==> src/rtl/fetch_decode_queue_if.sv <==
// Fetch-to-decode handshake bundle.
// Fetch side pushes, decode side pops.
interface fetch_decode_queue_if #(
  parameter int N = 32
);
  logic         in_valid;
  logic [N-1:0] inst_in;
  logic [N-1:0] pc_in;
  logic         in_ready;
  logic         out_valid;
  logic [N-1:0] inst_out;
  logic [N-1:0] pc_out;
  logic         out_ready;

  modport master (
    output in_valid,
    output inst_in,
    output pc_in,
    output out_ready,
    input  in_ready,
    input  out_valid,
    input  inst_out,
    input  pc_out
  );

  modport slave (
    input  in_valid,
    input  inst_in,
    input  pc_in,
    input  out_ready,
    output in_ready,
    output out_valid,
    output inst_out,
    output pc_out
  );
endinterface

==> src/rtl/fetch_decode_queue.sv <==
// Instruction/PC FIFO between fetch and decode.
// Flush on redirect empties it; count decides full/empty.
module fetch_decode_queue #(
  parameter int             N     = 32,
  parameter int             DEPTH = 4,
  parameter logic [N-1:0]   NOP   = '0
) (
  input  logic                      clk,
  input  logic                      rst,
  input  logic                      flush,
  fetch_decode_queue_if.slave       bus,
  output logic [$clog2(DEPTH):0]    count,
  output logic [7:0]                flush_drops
);
  localparam int AW = $clog2(DEPTH);
  localparam int CW = AW + 1;
  localparam logic [CW-1:0] FULL = CW'(DEPTH);

  logic [AW-1:0] rd_ptr;
  logic [AW-1:0] wr_ptr;
  logic [N-1:0]  inst_mem [DEPTH];
  logic [N-1:0]  pc_mem   [DEPTH];
  logic          push;
  logic          pop;

  assign bus.in_ready  = (count < FULL);
  assign bus.out_valid = (count != '0);
  assign push = bus.in_valid & bus.in_ready & ~flush;
  assign pop  = bus.out_valid & bus.out_ready & ~flush;

  assign bus.inst_out = bus.out_valid ? inst_mem[rd_ptr] : NOP;
  assign bus.pc_out   = bus.out_valid ? pc_mem[rd_ptr] : '0;

  // Pointers and occupancy; flush overrides any push/pop.
  always_ff @(posedge clk or negedge rst) begin
    if (!rst) begin
      rd_ptr <= '0;
      wr_ptr <= '0;
      count  <= '0;
    end else if (flush) begin
      rd_ptr <= '0;
      wr_ptr <= '0;
      count  <= '0;
    end else begin
      if (push) wr_ptr <= wr_ptr + 1'b1;
      if (pop)  rd_ptr <= rd_ptr + 1'b1;
      unique case ({push, pop})
        2'b10:   count <= count + 1'b1;
        2'b01:   count <= count - 1'b1;
        default: count <= count;
      endcase
    end
  end

  // Saturating count of flushes that actually dropped entries.
  always_ff @(posedge clk or negedge rst) begin
    if (!rst) begin
      flush_drops <= '0;
    end else if (flush && count != '0
                 && flush_drops != 8'hFF) begin
      flush_drops <= flush_drops + 8'd1;
    end
  end

  // Entry storage; contents are don't-care until written.
  always_ff @(posedge clk) begin
    if (push) begin
      inst_mem[wr_ptr] <= bus.inst_in;
      pc_mem[wr_ptr]   <= bus.pc_in;
    end
  end
endmodule

==> src/flat_wrapper.sv <==
// flat-port wrapper written by rule: the top's interface ports become plain ports
module fetch_decode_queue_flat 
#(
  parameter int             N     = 32,
  parameter int             DEPTH = 4,
  parameter logic [N-1:0]   NOP   = '0
)
  (clk, rst, flush, count, flush_drops, bus_in_valid, bus_inst_in, bus_pc_in, bus_out_ready, bus_in_ready, bus_out_valid, bus_inst_out, bus_pc_out);
  fetch_decode_queue_if #(.N(N)) bus_i ();
  input  logic clk;
  input  logic rst;
  input  logic flush;
  output logic [$clog2(DEPTH):0] count;
  output logic [7:0] flush_drops;
  input wire logic [$bits(bus_i.in_valid)-1:0] bus_in_valid;
  input wire logic [$bits(bus_i.inst_in)-1:0] bus_inst_in;
  input wire logic [$bits(bus_i.pc_in)-1:0] bus_pc_in;
  input wire logic [$bits(bus_i.out_ready)-1:0] bus_out_ready;
  output wire logic [$bits(bus_i.in_ready)-1:0] bus_in_ready;
  output wire logic [$bits(bus_i.out_valid)-1:0] bus_out_valid;
  output wire logic [$bits(bus_i.inst_out)-1:0] bus_inst_out;
  output wire logic [$bits(bus_i.pc_out)-1:0] bus_pc_out;
  assign bus_i.in_valid = bus_in_valid;
  assign bus_i.inst_in = bus_inst_in;
  assign bus_i.pc_in = bus_pc_in;
  assign bus_i.out_ready = bus_out_ready;
  assign bus_in_ready = bus_i.in_ready;
  assign bus_out_valid = bus_i.out_valid;
  assign bus_inst_out = bus_i.inst_out;
  assign bus_pc_out = bus_i.pc_out;
  fetch_decode_queue #(.N(N), .DEPTH(DEPTH), .NOP(NOP)) u_core (.clk(clk), .rst(rst), .flush(flush), .bus(bus_i), .count(count), .flush_drops(flush_drops));
endmodule
==> config.mk <==
export PLATFORM = sky130hd
export DESIGN_NAME = fetch_decode_queue_flat
export DESIGN_NICKNAME = d
export VERILOG_FILES = /design/src/rtl/fetch_decode_queue_if.sv /design/src/rtl/fetch_decode_queue.sv /design/src/flat_wrapper.sv
export SDC_FILE = /design/constraint.sdc
export NUM_CORES = 1
export LEC_CHECK = 0
export BUFFER_PORTS_ARGS = -buffer_cell sky130_fd_sc_hd__buf_2
export CAP_MARGIN = 20
export CORE_MARGIN = 4
export CORE_UTILIZATION = 50
export DETAILED_ROUTE_END_ITERATION = 16
export PLACE_DENSITY = 0.82
export SYNTH_ARGS = -nofsm -noshare
export SYNTH_HDL_FRONTEND = slang
export SYNTH_SLANG_ARGS = --single-unit
==> constraint.sdc <==
create_clock -name clk -period 4.99 [get_ports clk]
set_input_delay 0.499 -clock clk [delete_from_list [all_inputs] [get_ports clk]]
set_output_delay 0.499 -clock clk [all_outputs]
set_load 0.01 [all_outputs]
After elaboration in Yosys (flattened, before gate mapping). Memory sizes are Yosys's and may differ from the RTL's. Cells that the tools add are included.

Memory bits (read-only): 0. Output and inout port bits: 77. Word-level logic and storage cells: 36. Register bits after elaboration: 15. Bits in latches: 0. Memories: 2. RAM bits: 256. Input bits: 69.

Memories: u_core.inst_mem (words 4, width 32, rd ports 1, clocked after Yosys merged registers in 0, wr ports 1, line fetch_decode_queue.sv:21) `logic [N-1:0] inst_mem [DEPTH];`; u_core.pc_mem (words 4, width 32, rd ports 1, clocked after Yosys merged registers in 0, wr ports 1, line fetch_decode_queue.sv:22) `logic [N-1:0] pc_mem [DEPTH];`.

Equality and inequality tests: 3. Div/mod/pow operators: 0. Magnitude comparators: 1. Reductions and logical operators: 6. Multiplexer cells: 10. $mul: 0. Bitwise logic cells: 5. Add/sub/neg operators: 5. Shift-type cells: 0.

Operators by type and width (count): 32-bit two-way mux (2); 8-bit by 1-bit adder with 8-bit output (second input constant) (1); 2-bit two-way mux (4); 8-bit != test (second input constant) (1); 3-bit one-hot mux with 2 select lines (1); 3-bit nonzero test (2); 2-bit by 1-bit adder with 2-bit output (second input constant) (2); 1-bit AND (4); 2-bit nonzero test (2); 3-bit by 1-bit adder with 3-bit output (second input constant) (1); 3-bit < comparator (second input constant) (1); 3-bit two-way mux (1); 3-bit by 1-bit subtractor with 3-bit output (second input constant) (1); 2-bit by 1-bit equality test with 1-bit output (second input constant) (1); 2-bit equality test (second input constant) (1); 1-bit logical AND (2); 1-bit two-way mux (2); 1-bit NOT (1).

Logic depth before layout (Yosys ltp). Gate-level depths: netlist of the first run.

Word-level depth: 6. Mapped depth: 10. Mapped depth without buffers: 9.

Worst setup path after synthesis of the first run. No wires, ideal clock.

Path kind: register to register. Start: reg u_core.count[2]. End: mem u_core.inst_mem[0][0], enable pin. Arrival time: 2.404 ns. Slack: 2.157 ns. Period minus slack after synthesis: 2.833 ns. Cell stages (with the launch flop): 5. Cell sequence: dfrtp_1 > buf_6 > nand2b_1 > nor2_1 > and2_1.

Cells in the longest elaborated chain, start to end: 5.

Ends and longest elaborated chain: start, declared (line fetch_decode_queue.sv:12) `output logic [$clog2(DEPTH):0] count,`; start signal, assigned (line fetch_decode_queue.sv:48) `2'b10: count <= count + 1'b1;`; start signal, assigned (line fetch_decode_queue.sv:49) `2'b01: count <= count - 1'b1;`; start signal, assigned (line fetch_decode_queue.sv:50) `default: count <= count;`; 3-bit < comparator (line fetch_decode_queue.sv:26) `assign bus.in_ready = (count < FULL);`; 1-bit AND (2 in a row) (line fetch_decode_queue.sv:28) `assign push = bus.in_valid & bus.in_ready & ~flush;`; 1-bit two-way mux (line fetch_decode_queue.sv:67) `if (push) begin`; 1-bit two-way mux (not written as such) (line fetch_decode_queue.sv:68) `inst_mem[wr_ptr] <= bus.inst_in;`; end, declared (line fetch_decode_queue.sv:21).

Every way passes these cells.

Final worst setup path of the first run.
Start: reg u_core.rd_ptr[0]. End: out bus_pc_out[9].

Cells in the longest elaborated chain, start to end: 2.

Ends and longest elaborated chain: start, declared (line fetch_decode_queue.sv:19) `logic [AW-1:0] rd_ptr;`; start signal, assigned (line fetch_decode_queue.sv:46) `if (pop) rd_ptr <= rd_ptr + 1'b1;`; memory read 4 x 32 bit; 32-bit two-way mux (line fetch_decode_queue.sv:32) `assign bus.pc_out = bus.out_valid ? pc_mem[rd_ptr] : '0;`; end, declared (line flat_wrapper.sv:22) `output wire logic [$bits(bus_i.pc_out)-1:0] bus_pc_out;`.

Every way passes these cells.

==> run summary, run 1 <==
status = finished clean
CTS tree = done
synth warn = 0
die height = 154 um
main flop type after synthesis = edfxtp_1
Slowest Stage Delay on Critical Path = 0.72 ns
post-synth top area share = 72.3%
initial antenna violation count = 0
Critical Path Start Type = register
crit path max-delay cell type = dfrtp_4
All-Layer GR Usage = 16.5%
worst r2r path cells = 8
Num CTS Buffers = 28
share of layout cells above drive strength 1 = 38.4%
post-DP HPWL = 11.4 mm
most frequent cells after synthesis = edfxtp_1 (256), and2_1 (68), mux4_2 (64)
drt total wl = 19.5 mm
first-pass GRT wire length = 30.8 mm
Starting Density = 50.7%
Iter 0 DRT Violations = 292
Crit. End Element = primary output
drc violations = 0
Final TNS setup = 0 ns
Final Cycle Share = 63.1%
core area = 21000 um2
Netlist Area Pre-Place = 10600 um2
Pwr Total = 5.40 mW
Synthesized Nets = 578
port bufs = 145
DR pass1 iterations = 5
Relative slew margins = 33.8%
Root Driver = clkbuf_16
gr ovfl total = 0
CP arrival = 2.65 ns
cts repair resizes = 0
via total after detailed routing = 5186
Worst Hold Class = primary input to register
Setup CP Type = register to primary output
Antenna Cells = 0
num rows = 53
reg-to-reg startpoint = u_core.count[0]
routed len/inst = 20.5 um
synthesized instance count = 503
vias in the first global route = 5621
crit path to = bus_pc_out[9]
power density over the cells = 432 nW/um2
Max Transition Viols Final = 0
worst reg2reg setup slack = 2.72 ns
ys async rst share = 5.54%
critical path fanouts, max = 24
clk_lat worst skew = 0.53 ns
CP Data Required Time = 4.49 ns
Yosys top cell by area = edfxtp_1
Clk pwr share = 38.6%
clk buf depth = 3
Max Cap Viol = 0
hold buffers post-CTS = 1
Synth Register Bits = 271
Reg2Reg Capture Point = u_core.count[1]
endpoints failing setup = 0
post-route ant nets = 0
Synth area leaders = edfxtp_1 (72%), mux4_2 (14%), and2_1 (4.0%)
num ports = 146
Net Sw Power = 1.21 mW
Hold Crit Start = bus_pc_in[26]
post-layout min period = 3.15 ns
die width = 154 um
largest net degree at the start of global routing = 72
Worst-Margin Slew = 0.993 ns
Post-synth EDFFs = 256
Peak VDD IR = 0.271 mV
Area Growth Syn to Fin = 17.6%
htree depth = 1
Placer Congestion = 0.729
NumNets Final = 730
crit-path cells = buf_4, mux4_2, and2_1, buf_2
vias per cell = 5.45
CTS Sinks = 271
f_max = 317 MHz
CP startpoint = u_core.rd_ptr[0]
Sw Ratio = 22.4%
Internal Power = 4.19 mW
RSZ-0062 raised after global routing = false
Gate power share = 12.0%
syn avg cell area = 21.1 um2
Leak = 4.38 nW
top-count cell post-synth = edfxtp_1
Final Hold Viols = 0
Flop pwr share = 49.4%
clk_skew = 0.0110 ns
Clk pin slew, worst setup/hold paths = 0.06 ns
minimum hold slack = 0.185 ns
Die ar. = 23700 um2
Seq/Total Area, Yosys = 75.9%
Setup Fix Bufs, Post-CTS = 0
library cells used by synthesis = 38
## routing by layer
metal  routed length (um)  track usage, %  share of wire [%]  vias up
met5                    0               0                  0        -
met4                  330            3.66                1.7        0
met3                 1350            3.97                6.9       29
met2                10200            29.7                 52      192
met1                 7630            20.5                 39     2649
li1                     -               -                  -     2316
## cell usage in the layout (no fill, tap or decap), types with 4 or more instances in the layout
| cell | instances |
|---|---|
| xor2_1 | 6 |
| a21oi_1 | 5 |
| clkinv_2 | 4 |
| nand3_1 | 5 |
| inv_1 | 4 |
| mux4_2 | 64 |
| and2_1 | 64 |
| bufinv_16 | 5 |
| buf_2 | 145 |
| nor2_1 | 12 |
| and2_4 | 4 |
| clkbuf_16 | 28 |
| clkbuf_1 | 6 |
| edfxtp_1 | 256 |
| nand2b_1 | 4 |
| ha_1 | 5 |
| dfrtp_1 | 13 |
| clkinv_1 | 8 |
| nand2_1 | 5 |
## metrics by stage
step | instances | area, um2 | utilization (%) | setup WS [ns]
after floorplan | 503 | 10600 | - | 2.16
after global placement | 899 | 11500 | 55.1 | 2.32
after detailed placement | 899 | 11500 | 55.1 | 2.30
after CTS | 952 | 12500 | 59.6 | 1.73
after global routing | 952 | 12500 | 59.6 | 1.61
final | 952 | 12500 | 59.6 | 1.84
## kinds of logic after synthesis
kind of cell               synth area share (%)
AOI/OAI and AO/OA                         0.906
xor gates and xnor gates                  0.742
adders and majority gates                 0.777
buffers and inverters                      1.88
DFF                                        75.9
muxes                                      14.0
and+or+nand+nor                            5.86
## power groups by stage
stage / Combinational (mW) / Clock (mW) / Sequential, mW
after floorplan: 0.451 / 0 / 2.69
after global routing: 0.713 / 2.24 / 2.68
final: 0.647 / 2.08 / 2.67
after detailed placement: 0.659 / 0 / 2.72
after CTS: 0.663 / 2.13 / 2.67
after global placement: 0.640 / 0 / 2.71
## worst min-delay path by stage
stage,end,slack [ns],depth (start not counted)
global placement,u_core.flush_drops[4],0.41,1
detailed placement,u_core.flush_drops[3],0.42,1
CTS,u_core.inst_mem[1][10],0.16,1
floorplan,u_core.count[0],0.20,0
finish,u_core.pc_mem[1][26],0.19,1
global route,u_core.pc_mem[1][26],0.16,1
## area by class of cell
type	count	area (um2)
timing repair buffer	148	751
clock inverter	18	216
clock buffer	34	723
tap	275	344
fill	1537	8460
inverter	4	15.0
multi-input combinational	202	2370
sequential	271	8070
## registers in the layout, indices dropped and copies added (netlist names)
register / flops
u_core.inst_mem: 128
u_core.pc_mem: 128
u_core.flush_drops: 8
u_core.count: 3
u_core.rd_ptr: 2
u_core.wr_ptr: 2
## critical path: cells and delay by family (launching register included)
family / cells / cell delay, ns
buf+inv: 2 / 0.62
simple gates: 1 / 0.18
flops: 1 / 0.72
mux: 1 / 0.56
(Power assumes the default switching activity.)
==> run 2: changes to the inputs <==
==> constraint.sdc (replaced) <==
create_clock -name clk -period 3.1 [get_ports clk]
set_input_delay 0.31 -clock clk [delete_from_list [all_inputs] [get_ports clk]]
set_output_delay 0.31 -clock clk [all_outputs]
set_load 0.01 [all_outputs]
==> run 2 against run 1 <==
Effect of this change:
- worst hold slack worse by 0.17 ns
- first-iteration DRC count is 17% higher
- final cell count is 2.7% higher
- via count is 3.8% higher
- die area stayed put
- clock power is 52% higher
- count of clock-buffer cells in the layout is 3 lower
- sequential power is 60% higher
- flip-flop and latch count stayed put
- total power is 59% higher
==> run summary, run 2 (synthesized netlist as in run 1, its figures left out) <==
fillers = 1523 (was 1537)
largest net degree at the start of global routing = 72 (unchanged)
vias in the first global route = 5770 (was 5621)
routed len/inst = 21.1 um (was 20.5 um)
gr ovfl total = 0 (unchanged)
Top Registers = u_core.inst_mem (128), u_core.pc_mem (128), u_core.flush_drops (8) (unchanged)
Final WS setup = 0.440 ns (was 1.84 ns)
Setup CP Type = register to primary output (unchanged)
Relative slew margins = 53.6% (was 33.8%)
Clk pin slew, worst setup/hold paths = 0.06 ns (about the same)
commonest non-fill, non-tap cell in the layout = edfxtp_1 (unchanged)
RSZ-0062 raised after global routing = false (unchanged)
die height = 154 um (unchanged)
Placer Congestion = 0.781 (was 0.729)
Final Cycle Share = 85.8%
area occupied by multi-input gates = 2370 um2 (unchanged)
Max Cap Viol = 0 (unchanged)
post-DP HPWL = 12.7 mm (was 11.4 mm)
reg-to-reg startpoint = u_core.count[2] (was u_core.count[0])
share of layout cells above drive strength 1 = 38.6% (was 38.4%)
cts repair resizes = 0 (unchanged)
NumNets Final = 757 (was 730)
Root Driver = clkbuf_16 (unchanged)
clk_skew = 0.00711 ns (was 0.0110 ns)
num rows = 53 (unchanged)
Peak VDD IR = 0.536 mV (was 0.271 mV)
CTS Sinks = 271 (unchanged)
drt total wl = 20.6 mm (was 19.5 mm)
final std cells w/o fill = 978 (was 952)
die width = 154 um (unchanged)
Critical Path Start Type = register (unchanged)
first-pass GRT wire length = 32.4 mm (was 30.8 mm)
CTS tree = done (unchanged)
core area = 21000 um2 (unchanged)
All-Layer GR Usage = 17.4% (was 16.5%)
Worst Hold Class = primary input to register (unchanged)
dpl cells = 904 (was 899)
Num CTS Buffers = 27 (was 28)
Reg2Reg Capture Point = u_core.inst_mem[3][27] (was u_core.count[1])
critical path fanouts, max = 29 (was 24)
Final TNS setup = 0 ns (unchanged)
clk buf depth = 3 (unchanged)
CP arrival = 2.35 ns (was 2.65 ns)
Setup Fix Bufs, Post-CTS = 0 (unchanged)
CP startpoint = u_core.rd_ptr[0] (unchanged)
Final Hold Viols = 0 (unchanged)
post-route ant nets = 0 (unchanged)
vias per cell = 5.51 (was 5.45)
Worst-Margin Slew = 0.695 ns (was 0.993 ns)
Crit. End Element = primary output (unchanged)
post-layout min period = 2.66 ns
dpl cell area = 11700 um2 (was 11500 um2)
power density over the cells = 669 nW/um2 (was 432 nW/um2)
crit path to = bus_pc_out[19] (was bus_pc_out[9])
hold-critical path depth = 1 (unchanged)
Pwr Total = 8.56 mW (was 5.40 mW)
status = finished clean (unchanged)
f_max = 376 MHz
Max Transition Viols Final = 0 (unchanged)
worst reg2reg setup slack = 0.82 ns (was 2.72 ns)
num ports = 146 (unchanged)
htree depth = 1 (unchanged)
Place WS = 0.834 ns (was 2.30 ns)
Leak = 4.51 nW (was 4.38 nW)
most frequent cells in the layout = edfxtp_1 (256), buf_2 (145), mux4_2 (64), and2_1 (64), clkbuf_16 (27) (was edfxtp_1 (256), buf_2 (145), mux4_2 (64), and2_1 (64), clkbuf_16 (28))
Starting Density = 50.7% (unchanged)
clk_lat worst skew = 0.51 ns (was 0.53 ns)
port bufs = 145 (unchanged)
hold buffers post-CTS = 23 (was 1)
initial antenna violation count = 0 (unchanged)
worst r2r path cells = 4 (was 8)
Die ar. = 23700 um2 (unchanged)
DR pass1 iterations = 7 (was 5)
Area Growth Syn to Fin = 20.4% (was 17.6%)
endpoints failing setup = 0 (unchanged)
drc violations = 0 (unchanged)
fin area = 12800 um2 (was 12500 um2)
Iter 0 DRT Violations = 341 (was 292)
CP Data Required Time = 2.79 ns (was 4.49 ns)
via total after detailed routing = 5384 (was 5186)
Storage cell area = 8070 um2 (unchanged)
run 2: cell count changes in the layout (fill, tap and decap cells not counted), sizes merged:
cell	change
buf	+5
bufinv	-2
clkbuf	-3
clkinv	+1
clkinvlp	+1
diode	+1
dlygate4sd3	+23
run 2: metrics by stage:
step                      hold slack, ns  util (%)
after global placement             0.224      55.7
after detailed placement           0.236      55.7
final                             0.0171      61.0
after global routing             0.00167      61.0
after floorplan                   0.0144         -
after CTS                       0.000400      61.0
run 2: worst min path at each step:
stage                    start                      to  slack (ns)
2_1_floorplan              rst         u_core.count[0]        0.01
3_3_place_gp               rst   u_core.flush_drops[5]        0.22
3_5_place_dp               rst   u_core.flush_drops[5]        0.24
4_1_cts        bus_inst_in[21]  u_core.inst_mem[3][21]      0.0004
5_1_grt        bus_inst_in[24]  u_core.inst_mem[2][24]       0.002
6_report       bus_inst_in[11]  u_core.inst_mem[2][11]        0.02
run 2: final cells by class:
type                            instances  area share (%)
Multi-Input combinational cell        202            18.6
Sequential cell                       271            63.1
Tap cell                              275            2.69
Clock inverter                         18            1.31
Timing Repair Buffer                  176            8.65
Inverter                                4           0.117
Clock buffer                           31            5.56
Antenna cell                            1          0.0196
run 2: layer usage:
layer / track usage (%) / vias up / wire length, um
li1: - / 2368 / -
met3: 3.57 / 30 / 1250
met2: 31.0 / 191 / 10900
met4: 3.20 / 0 / 316
met5: 0 / - / 0
met1: 22.6 / 2795 / 8200
run 2: worst max-delay path, stage by stage (launching register included):
cell and delay [ns]:
dfrtp_4 0.62, buf_12 0.31, mux4_2 0.55, and2_1 0.20
buf_2 0.15
run 2: power by group:
group / internal, mW / total, mW / leakage, nW / switching, mW
Combinational: 0.549 / 1.12 / 1.55 / 0.571
Sequential: 4.17 / 4.28 / 2.52 / 0.112
Clock: 1.89 / 3.16 / 0.440 / 1.28
Total: 6.60 / 8.56 / 4.51 / 1.96
==> run 3: changes to the inputs <==
--- a/config.mk
+++ b/config.mk
@@ -7,10 +7,12 @@
 export LEC_CHECK = 0
 export BUFFER_PORTS_ARGS = -buffer_cell sky130_fd_sc_hd__buf_2
 export CAP_MARGIN = 20
+export CELL_PAD_IN_SITES_DETAIL_PLACEMENT = 1
+export CELL_PAD_IN_SITES_GLOBAL_PLACEMENT = 1
 export CORE_MARGIN = 4
-export CORE_UTILIZATION = 50
+export CORE_UTILIZATION = 49
 export DETAILED_ROUTE_END_ITERATION = 16
-export PLACE_DENSITY = 0.82
+export PLACE_DENSITY = 0.9
 export SYNTH_ARGS = -nofsm -noshare
 export SYNTH_HDL_FRONTEND = slang
 export SYNTH_SLANG_ARGS = --single-unit
==> run 3 against run 2 <==
Effect of this change:
- largest power group unchanged
- critical endpoint is now bus_inst_out[17]
- cell area rose by 2.1%
- via count increased by 2.0%
- fmax decreased by 4.5%
- register-to-register slack gained 0.05 ns
- total power up 1.2%
- utilization up 0.67 points
- sequential power hardly changed
- sequential share of layout area shrank 1.3 points
==> run summary, run 3 (synthesized netlist as in run 1, its figures left out) <==
status = finished clean (unchanged)
Setup CP Type = register to primary output (unchanged)
Place WS = 0.818 ns (was 0.834 ns)
Reg2Reg Capture Point = u_core.pc_mem[2][22] (was u_core.inst_mem[3][27])
num rows = 53 (unchanged)
post-DP HPWL = 14.5 mm (was 12.7 mm)
first-pass GRT wire length = 37.2 mm (was 32.4 mm)
Clk pin slew, worst setup/hold paths = 0.06 ns (about the same)
initial antenna violation count = 1 (was 0)
Area Growth Syn to Fin = 22.8% (was 20.4%)
CTS Sinks = 271 (unchanged)
minimum hold slack = 0.0208 ns (was 0.0171 ns)
via total after detailed routing = 5493 (was 5384)
NumNets Final = 786 (was 757)
post-route ant nets = 0 (unchanged)
Slowest Stage Delay on Critical Path = 0.65 ns (was 0.62 ns)
most frequent cells in the layout = edfxtp_1 (256), buf_2 (145), mux4_2 (64), and2_1 (64), dlygate4sd3_1 (52) (was edfxtp_1 (256), buf_2 (145), mux4_2 (64), and2_1 (64), clkbuf_16 (27))
power density over the cells = 663 nW/um2 (was 669 nW/um2)
Crit. End Element = primary output (unchanged)
core area = 21200 um2 (was 21000 um2)
final std cells w/o fill = 1008 (was 978)
reg-to-reg startpoint = u_core.count[2] (unchanged)
die height = 155 um (was 154 um)
Top Registers = u_core.inst_mem (128), u_core.pc_mem (128), u_core.flush_drops (8) (unchanged)
Net Sw Power = 2.06 mW (was 1.96 mW)
Max Transition Viols Final = 0 (unchanged)
cts repair resizes = 0 (unchanged)
Placer Congestion = 0.733 (was 0.781)
crit-path cells = buf_4, mux4_2, and2_1, buf_2 (was buf_12, mux4_2, and2_1, buf_2)
endpoints failing setup = 0 (unchanged)
Worst Hold Class = primary input to register (unchanged)
vias in the first global route = 6333 (was 5770)
Clk pwr share = 36.9% (was 37.0%)
DR pass1 iterations = 4 (was 7)
dpl cells = 904 (unchanged)
Leak = 4.61 nW (was 4.51 nW)
hold endpoint = u_core.pc_mem[0][5] (was u_core.inst_mem[2][11])
Worst-Margin Slew = 0.764 ns (was 0.695 ns)
drc violations = 0 (unchanged)
routed len/inst = 23.7 um (was 21.1 um)
Final WS setup = 0.315 ns (was 0.440 ns)
Sw Ratio = 23.8% (was 22.9%)
die width = 155 um (was 154 um)
Internal Power = 6.60 mW (about the same)
CP Data Required Time = 2.79 ns (about the same)
Iter 0 DRT Violations = 254 (was 341)
Starting Density = 50.2% (was 50.7%)
Peak VDD IR = 0.517 mV (was 0.536 mV)
f_max = 359 MHz (was 376 MHz)
fillers = 1831 (was 1523)
share of layout cells above drive strength 1 = 36.3% (was 38.6%)
port bufs = 145 (unchanged)
Pwr Total = 8.66 mW (was 8.56 mW)
Final Hold Viols = 0 (unchanged)
Max Cap Viol = 0 (unchanged)
post-layout min period = 2.79 ns (was 2.66 ns)
vias per cell = 5.45 (was 5.51)
worst reg2reg setup slack = 0.87 ns (was 0.82 ns)
worst r2r path cells = 4 (unchanged)
Antenna Cells = 0 (was 1)
All-Layer GR Usage = 20.2% (was 17.4%)
Hold Crit Start = bus_pc_in[5] (was bus_inst_in[11])
Flop pwr share = 49.5% (was 50.0%)
Gate power share = 13.6% (was 13.1%)
area occupied by multi-input gates = 2370 um2 (unchanged)
Num CTS Buffers = 28 (was 27)
Storage cell area = 8070 um2 (unchanged)
clk_skew = 0.0120 ns (was 0.00711 ns)
clk buf depth = 3 (unchanged)
Setup Fix Bufs, Post-CTS = 0 (unchanged)
Final Cycle Share = 89.8% (was 85.8%)
critical path fanouts, max = 17 (was 29)
gr ovfl total = 0 (unchanged)
commonest non-fill, non-tap cell in the layout = edfxtp_1 (unchanged)
num ports = 146 (unchanged)
Relative slew margins = 49.0% (was 53.6%)
RSZ-0062 raised after global routing = false (unchanged)
crit path max-delay cell type = dfrtp_4 (unchanged)
htree depth = 1 (unchanged)
largest net degree at the start of global routing = 72 (unchanged)
Critical Path Start Type = register (unchanged)
hold buffers post-CTS = 52 (was 23)
clk_lat worst skew = 0.53 ns (was 0.51 ns)
CP startpoint = u_core.rd_ptr[0] (unchanged)
Root Driver = clkbuf_16 (unchanged)
Final TNS setup = 0 ns (unchanged)
Die ar. = 24100 um2 (was 23700 um2)
drt total wl = 23.9 mm (was 20.6 mm)
hold-critical path depth = 1 (unchanged)
CTS tree = done (unchanged)
CP arrival = 2.48 ns (was 2.35 ns)
## run 3: power by group through the flow
stage	combinational [mW]	clock [mW]	sequential, mW
2_1_floorplan	0.726	0	4.32
3_3_place_gp	1.08	0	4.34
3_5_place_dp	1.13	0	4.36
4_1_cts	1.19	3.26	4.29
5_1_grt	1.28	3.45	4.30
6_report	1.18	3.20	4.28
## run 3: worst max-delay path by stage
stage	end	slack, ns	depth (start not counted)
after floorplan	u_core.inst_mem[0][0]	0.27	4
after global placement	bus_inst_out[14]	0.88	4
after detailed placement	bus_inst_out[17]	0.82	4
after CTS	bus_inst_out[24]	0.24	4
after global routing	bus_inst_out[24]	0.15	4
final	bus_inst_out[17]	0.31	4
## run 3: layout make-up
| class | count | area share [%] |
|---|---|---|
| Sequential cell | 271 | 61.8 |
| Clock inverter | 17 | 0.987 |
| Tap cell | 275 | 2.64 |
| Multi-Input combinational cell | 202 | 18.2 |
| Timing Repair Buffer | 204 | 10.5 |
| Clock buffer | 35 | 5.73 |
| Inverter | 4 | 0.115 |
## run 3: per-layer routing
layer / vias to the layer above / GRT usage [%] / wire length, um
met5: - / 0 / 7
met4: 2 / 3.63 / 418
met3: 37 / 4.51 / 1480
met2: 179 / 35.9 / 12600
met1: 2843 / 26.0 / 9320
li1: 2432 / - / -
## run 3: per-stage QoR
step | area, um2 | utilization, %
floorplan | 10600 | -
global placement | 11700 | 55.1
detailed placement | 11700 | 55.1
CTS | 13100 | 61.7
global route | 13100 | 61.7
finish | 13100 | 61.7
## run 3: critical path: cells and delay by family, from the launching register on
kind / cells / cell delay, ns
buffers and inverters: 2 / 0.53
muxes: 1 / 0.55
DFF: 1 / 0.65
and+or+nand+nor: 1 / 0.20
